`config.mk`:
```
export PLATFORM = sky130hd
export DESIGN_NAME = mem_arbiter_flat
export DESIGN_NICKNAME = d
export VERILOG_FILES = /design/src/rtl/mem_arbiter_if.sv /design/src/rtl/mem_arbiter.sv /design/src/flat_wrapper.sv
export SDC_FILE = /design/constraint.sdc
export NUM_CORES = 1
export LEC_CHECK = 0
export BUFFER_PORTS_ARGS = -buffer_cell sky130_fd_sc_hd__buf_2
export CAP_MARGIN = 20
export CORE_AREA = 3 3 484 486
export CTS_CLUSTER_SIZE = 20
export DETAILED_ROUTE_END_ITERATION = 8
export DIE_AREA = 0 0 487 489
export GPL_TIMING_DRIVEN = 0
export PLACE_DENSITY = 0.3
export SETUP_SLACK_MARGIN = 0.05
export SLEW_MARGIN = 10
export SYNTH_ARGS = -nofsm -noshare
export SYNTH_HDL_FRONTEND = slang
export SYNTH_SLANG_ARGS = --single-unit
```
`constraint.sdc`:
```
create_clock -name dram_clk -period 4 [get_ports dram_clk]
set_clock_uncertainty 0.05 [all_clocks]
set_input_delay 0.2 -clock dram_clk [delete_from_list [all_inputs] [get_ports dram_clk]]
set_output_delay 0.2 -clock dram_clk [all_outputs]
set_load 0.1 [all_outputs]
```
`src/rtl/mem_arbiter_if.sv`:
```
// Bundle of all cache-side and memory-side signals of the DRAM arbiter.
// The master modport is the arbiter; the slave modport is the cache, FIFO and memory around it.
interface mem_arbiter_if;
  logic         is_req_f_prog;
  logic         is_req_f_data;
  logic [17:0]  req_addr_f_prog;
  logic [17:0]  req_addr_f_data;
  logic         fifo_empty;
  logic [31:0]  write_back_addr;
  logic [31:0]  write_back_data;
  logic         fifo_rd_en;
  logic [511:0] read_prog_data;
  logic [511:0] read_data_data;
  logic [7:0]   read_prog_addr;
  logic [7:0]   read_data_addr;
  logic         prog_fill_valid;
  logic         data_fill_valid;
  logic         mem_req;
  logic         mem_we;
  logic [31:0]  mem_addr;
  logic [31:0]  mem_wdata;
  logic         mem_ack;
  logic [31:0]  mem_rdata;

  // mem port handshake: an access is offered while mem_req=1 with mem_addr/mem_we/mem_wdata
  // held stable; it completes on the rising edge where mem_ack=1 (mem_rdata valid then).
  modport master (
    input  is_req_f_prog, is_req_f_data, req_addr_f_prog, req_addr_f_data,
    input  fifo_empty, write_back_addr, write_back_data,
    output fifo_rd_en,
    output read_prog_data, read_data_data, read_prog_addr, read_data_addr,
    output prog_fill_valid, data_fill_valid,
    output mem_req, mem_we, mem_addr, mem_wdata,
    input  mem_ack, mem_rdata
  );

  modport slave (
    output is_req_f_prog, is_req_f_data, req_addr_f_prog, req_addr_f_data,
    output fifo_empty, write_back_addr, write_back_data,
    input  fifo_rd_en,
    input  read_prog_data, read_data_data, read_prog_addr, read_data_addr,
    input  prog_fill_valid, data_fill_valid,
    input  mem_req, mem_we, mem_addr, mem_wdata,
    output mem_ack, mem_rdata
  );
endinterface

```
`src/rtl/mem_arbiter.sv`:
```
// Single-port DRAM arbiter: drains the write-back FIFO first, then refills 512-bit lines
// for the data or program cache, one 32-bit word access outstanding at a time.
module mem_arbiter (
  input  logic                dram_clk,
  input  logic                reset,
  mem_arbiter_if.master       bus,
  output logic [1:0]          state_dbg
);

  typedef enum logic [1:0] {IDLE = 2'd0, WB = 2'd1, FILL = 2'd2, DONE = 2'd3} state_t;

  state_t        state, state_nxt;
  logic [31:0]   wb_addr, wb_data;
  logic [17:0]   line_addr;
  logic          src_data;
  logic [3:0]    beat;
  logic [511:0]  line_buf;
  logic          grant_wb, grant_data, grant_prog;
  logic          src_req;

  // Write-back always wins so a refill can never bypass an older store.
  always_comb begin
    grant_wb   = (state == IDLE) && !bus.fifo_empty;
    grant_data = (state == IDLE) && bus.fifo_empty && bus.is_req_f_data;
    grant_prog = (state == IDLE) && bus.fifo_empty && !bus.is_req_f_data && bus.is_req_f_prog;
    src_req    = src_data ? bus.is_req_f_data : bus.is_req_f_prog;
  end

  always_comb begin
    state_nxt = state;
    case (state)
      IDLE: begin
        if (grant_wb)                      state_nxt = WB;
        else if (grant_data || grant_prog) state_nxt = FILL;
      end
      WB:   if (bus.mem_ack)                    state_nxt = IDLE;
      FILL: if (bus.mem_ack && beat == 4'd15)   state_nxt = DONE;
      DONE: if (!src_req)                       state_nxt = IDLE;
      default:                                  state_nxt = IDLE;
    endcase
  end

  always_ff @(posedge dram_clk or negedge reset) begin
    if (!reset) begin
      state     <= IDLE;
      wb_addr   <= '0;
      wb_data   <= '0;
      line_addr <= '0;
      src_data  <= 1'b0;
      beat      <= '0;
      line_buf  <= '0;
    end else begin
      state <= state_nxt;
      if (grant_wb) begin
        wb_addr <= bus.write_back_addr;
        wb_data <= bus.write_back_data;
      end
      if (grant_data || grant_prog) begin
        line_addr <= grant_data ? bus.req_addr_f_data : bus.req_addr_f_prog;
        src_data  <= grant_data;
        beat      <= '0;
      end
      if (state == FILL && bus.mem_ack) begin
        line_buf[{beat, 5'd0} +: 32] <= bus.mem_rdata;
        beat                         <= beat + 4'd1;
      end
    end
  end

  // The pop is gated by reset so a held reset cannot leak a pop of the FIFO head.
  always_comb begin
    bus.fifo_rd_en      = grant_wb && reset;
    bus.mem_req         = (state == WB) || (state == FILL);
    bus.mem_we          = (state == WB);
    bus.mem_addr        = '0;
    bus.mem_wdata       = '0;
    if (state == WB) begin
      bus.mem_addr  = wb_addr;
      bus.mem_wdata = wb_data;
    end else if (state == FILL) begin
      bus.mem_addr  = {8'd0, line_addr, beat, 2'b00};
    end
    bus.data_fill_valid = (state == DONE) && src_data;
    bus.prog_fill_valid = (state == DONE) && !src_data;
    bus.read_data_addr  = line_addr[7:0];
    bus.read_prog_addr  = line_addr[7:0];
    bus.read_data_data  = line_buf;
    bus.read_prog_data  = line_buf;
  end

  assign state_dbg = state;

endmodule

```
`src/flat_wrapper.sv`:
```
// flat-port wrapper written by rule: the top's interface ports become plain ports
module mem_arbiter_flat 
  (dram_clk, reset, state_dbg, bus_is_req_f_prog, bus_is_req_f_data, bus_req_addr_f_prog, bus_req_addr_f_data, bus_fifo_empty, bus_write_back_addr, bus_write_back_data, bus_fifo_rd_en, bus_read_prog_data, bus_read_data_data, bus_read_prog_addr, bus_read_data_addr, bus_prog_fill_valid, bus_data_fill_valid, bus_mem_req, bus_mem_we, bus_mem_addr, bus_mem_wdata, bus_mem_ack, bus_mem_rdata);
  mem_arbiter_if bus_i ();
  input  logic dram_clk;
  input  logic reset;
  output logic [1:0] state_dbg;
  input wire logic [$bits(bus_i.is_req_f_prog)-1:0] bus_is_req_f_prog;
  input wire logic [$bits(bus_i.is_req_f_data)-1:0] bus_is_req_f_data;
  input wire logic [$bits(bus_i.req_addr_f_prog)-1:0] bus_req_addr_f_prog;
  input wire logic [$bits(bus_i.req_addr_f_data)-1:0] bus_req_addr_f_data;
  input wire logic [$bits(bus_i.fifo_empty)-1:0] bus_fifo_empty;
  input wire logic [$bits(bus_i.write_back_addr)-1:0] bus_write_back_addr;
  input wire logic [$bits(bus_i.write_back_data)-1:0] bus_write_back_data;
  output wire logic [$bits(bus_i.fifo_rd_en)-1:0] bus_fifo_rd_en;
  output wire logic [$bits(bus_i.read_prog_data)-1:0] bus_read_prog_data;
  output wire logic [$bits(bus_i.read_data_data)-1:0] bus_read_data_data;
  output wire logic [$bits(bus_i.read_prog_addr)-1:0] bus_read_prog_addr;
  output wire logic [$bits(bus_i.read_data_addr)-1:0] bus_read_data_addr;
  output wire logic [$bits(bus_i.prog_fill_valid)-1:0] bus_prog_fill_valid;
  output wire logic [$bits(bus_i.data_fill_valid)-1:0] bus_data_fill_valid;
  output wire logic [$bits(bus_i.mem_req)-1:0] bus_mem_req;
  output wire logic [$bits(bus_i.mem_we)-1:0] bus_mem_we;
  output wire logic [$bits(bus_i.mem_addr)-1:0] bus_mem_addr;
  output wire logic [$bits(bus_i.mem_wdata)-1:0] bus_mem_wdata;
  input wire logic [$bits(bus_i.mem_ack)-1:0] bus_mem_ack;
  input wire logic [$bits(bus_i.mem_rdata)-1:0] bus_mem_rdata;
  assign bus_i.is_req_f_prog = bus_is_req_f_prog;
  assign bus_i.is_req_f_data = bus_is_req_f_data;
  assign bus_i.req_addr_f_prog = bus_req_addr_f_prog;
  assign bus_i.req_addr_f_data = bus_req_addr_f_data;
  assign bus_i.fifo_empty = bus_fifo_empty;
  assign bus_i.write_back_addr = bus_write_back_addr;
  assign bus_i.write_back_data = bus_write_back_data;
  assign bus_fifo_rd_en = bus_i.fifo_rd_en;
  assign bus_read_prog_data = bus_i.read_prog_data;
  assign bus_read_data_data = bus_i.read_data_data;
  assign bus_read_prog_addr = bus_i.read_prog_addr;
  assign bus_read_data_addr = bus_i.read_data_addr;
  assign bus_prog_fill_valid = bus_i.prog_fill_valid;
  assign bus_data_fill_valid = bus_i.data_fill_valid;
  assign bus_mem_req = bus_i.mem_req;
  assign bus_mem_we = bus_i.mem_we;
  assign bus_mem_addr = bus_i.mem_addr;
  assign bus_mem_wdata = bus_i.mem_wdata;
  assign bus_i.mem_ack = bus_mem_ack;
  assign bus_i.mem_rdata = bus_mem_rdata;
  mem_arbiter u_core (.dram_clk(dram_clk), .reset(reset), .bus(bus_i), .state_dbg(state_dbg));
endmodule
```
==> results.toml <==
[status]
status = "finished, final reports clean"

[global_route]
grt_pass1_wl_um = 220000
overflow = 0
track_usage_pct = 13.6
grt_max_degree = 95
first_global_vias = 22800
antenna_found_initial = 14

[worst_setup_path]
crit_required_ns = 4.50
crit_fanout = 11
crit_top_cell = "buf_6"
worst_setup_path_end_kind = "flip-flop"
critPathLaunchType = "flip-flop"
slowest_stage = "nor4_2"
arrival_ns = 4.24
path_class = "reg -> reg"
path_cells = "buf_6, clkbuf_4, clkbuf_4, inv_1, ha_1, buf_2, nor3b_1, nor4_2, and3b_1, buf_6, buf_6, mux2_4"
slowest_delay_ns = 0.52

[yosys]
ys_ff_latch = 601
syn_area_um2 = 28400
synth_area_leaders = "dfrtp_1, mux2_2, buf_4, mux2_4, and2_1"
synth_top_area_share_pct = 52.9
syn_inst = 2088
syn_nets = 2233
synth.avg_cell_area_um2 = 13.6
synth_ff_type = "dfrtp_1"
yosysWarnings = 0
ys_seq_area_share_pct = 52.9
async_reset_ff_share_pct = 100
synth_enable_flop_cells = 0
ys_types = 54
yosys.area.top_type = "dfrtp_1"

[finish]
final_common_cell = "buf_2"
area_delta_synth_final_pct = 52.2
drive_gt1_share_pct = 70.7
final_cell_mix = "buf_2, dfrtp_1, buf_4"
fin_nets = 3724
final_cells = 6678
fin_area_um2 = 43200

[min_path]
hold_class = "in -> async"

[cts]
clk_latency_ns = 0.71
cts-buffers-inserted = 85
cts_root_buf = "clkbuf_16"
path_clk_slew_ns = 0.06
cts.path.max_buffers = 3
clock-sinks = 601
h-tree-depth = 3
cts_tree = "done"

[routing]
drc = 0
routedWlPerCell_um = 25.2
vias = 21800
dr.first_iter.drc_count = 679
drtPass1Iterations = 4
ant_nets = 0
avgViaCountPerCell = 3.27
routed_wl_um = 168000

[timing]
drv_slew = 0
fin_ws_ns = 0.254
finalHoldViolCount = 0
fin_crit_ns = 3.75
slew_headroom_pct = 34.8
worst_pin_slew_ns = 0.969
setup_viol = 0
whs_ns = 0.00229
rsz0062_at_grt = "yes"
clock.fmax_ghz = 0.267
fin_crit_sh_pct = 93.7

[die]
design.core.area_um2 = 230000
pin_count = 1249
die-area_um2 = 238000
die_w_um = 487
die_y_um = 489
start_util_pct = 12.3
rows = 176

[power_and_ir_drop]
peakVddDrop_mv = 0.676
power_density_nw_per_um2 = 710
power.leakage_nw = 24.4

[place]
dp.cells = 6375
pre_cts_slack_ns = -1.51
io_buffers = 1248
placed_area_um2 = 38700
place_congestion = 0.785
hpwlAfterDp_um = 135000

[job]
drv_cap = 0
[sequential cells by signal, summed over array words and instances (netlist names)]
signal and count:
u_core.beat 4, u_core.line_addr 18, u_core.src_data 1, u_core.wb_data 32
u_core.wb_addr 32, u_core.state_dbg 2, u_core.bus.read_data_data 512
[cells in the mapped netlist (2+ instances only)]
cell type  number
dfrtp_1       601
buf_4         543
mux2_2        429
mux2_4        120
and2_1         76
and3_1         34
nand2_1        32
buf_2          30
clkbuf_1       30
o21ai_0        28
mux2_1         26
a22o_1         18
o22ai_1        18
buf_6          16
nor2_1          9
ha_1            7
nand3_1         7
inv_1           5
nor2b_1         5
nand4_1         4
a31oi_1         3
buf_12          3
nand3_2         3
a21bo_2         2
a21oi_1         2
nand2b_1        2
nor2_2          2
nor2_4          2
nor3_4          2
nor3b_1         2
o21a_1          2
o31ai_1         2
or3_1           2
[final timing paths]
check | slack, ns | endpoint | from | cells past startpoint
setup / recovery | 0.25 | u_core.bus.read_data_data[273]$_DFFE_PN0P_ | u_core.beat[0]$_DFFE_PN0P_ | 12
hold / removal | 0.002 | u_core.bus.read_data_data[406]$_DFFE_PN0P_ | reset | 2
setup reg to reg | 0.25 | u_core.bus.read_data_data[273]$_DFFE_PN0P_ | u_core.beat[0]$_DFFE_PN0P_ | 12
hold reg to reg | 0.43 | u_core.line_addr[10]$_DFFE_PN0P_ | u_core.line_addr[10]$_DFFE_PN0P_ | 2
max in group asynchronous | 1.91 | u_core.bus.read_data_data[239]$_DFFE_PN0P_ | reset | 5
min in group dram_clk | 0.08 | u_core.bus.read_data_data[213]$_DFFE_PN0P_ | bus_mem_rdata[21] | 2
[worst max-delay path: cells and delay by family, from the launching register on]
kind | cells | cell delay [ns]
buffers and inverters | 7 | 1.61
adder cells (fa/ha/maj) | 1 | 0.20
AND/OR/NAND/NOR | 3 | 0.98
multiplexers | 1 | 0.32
flip-flops | 1 | 0.39
[what timing repair did]
| action | 4_1_cts | 5_1_grt |
|---|---|---|
| gates resized for setup | 19 | 3 |
| endpoints found under the setup margin | 535 | 72 |
| gates cloned | 0 | 0 |
| pin swaps | 2 | 3 |
| hold buffers | 135 | 1 |
| hold endpoints to repair | 381 | 1 |
| buffers inserted | 4 | 3 |
[logic make-up (layout without fill, tap and decap cells)]
| group | count (synthesis) | count (layout) | share of synthesized area [%] |
|---|---|---|---|
| other | 0 | 10 | 0 |
| DFF | 601 | 601 | 52.9 |
| buffers and inverters | 629 | 2183 | 16.2 |
| muxes | 576 | 576 | 24.4 |
| adders and majority gates | 7 | 7 | 0.308 |
| AOI/OAI and AO/OA | 83 | 83 | 1.98 |
| xor gates and xnor gates | 2 | 2 | 0.0617 |
| and+or+nand+nor | 190 | 190 | 4.07 |
[routing by layer]
| layer | global-route usage [%] | vias to the layer above | part of all wire, % |
|---|---|---|---|
| met2 | 24.0 | 948 | 50 |
| met1 | 16.3 | 11100 | 41 |
| met5 | 0 | - | 0 |
| met3 | 3.20 | 146 | 6.5 |
| met4 | 4.20 | 0 | 3.0 |
| li1 | - | 9618 | - |
[where the power goes]
part	total, W	leakage [nW]	switching (W)	internal [W]
logic	0.0148	14.8	0.0120	0.00281
clock network	0.00818	1.45	0.00327	0.00490
registers	0.00773	8.17	0.000786	0.00694
[stage by stage]
step | total power (W) | TNS (ns) | util, %
floorplan | 0.0192 | -2.30 | -
global placement | 0.0226 | -8066.19 | 16.7
detailed placement | 0.0226 | -466.81 | 16.8
CTS | 0.0313 | 0 | 18.7
global route | 0.0320 | -0.0000782 | 18.8
finish | 0.0307 | 0 | 18.8
[cell type report]
type | instances | area, um^2
Buffer | 623 | 4610
Timing Repair Buffer | 1404 | 7950
Clock buffer | 120 | 2460
Clock inverter | 30 | 523
Tap cell | 3026 | 3790
Fill cell | 25400 | 187000
Antenna cell | 10 | 25.0
Multi-Input combinational cell | 858 | 8810
Sequential cell | 601 | 15000
Inverter | 6 | 22.5
(Power assumes the default switching activity.)
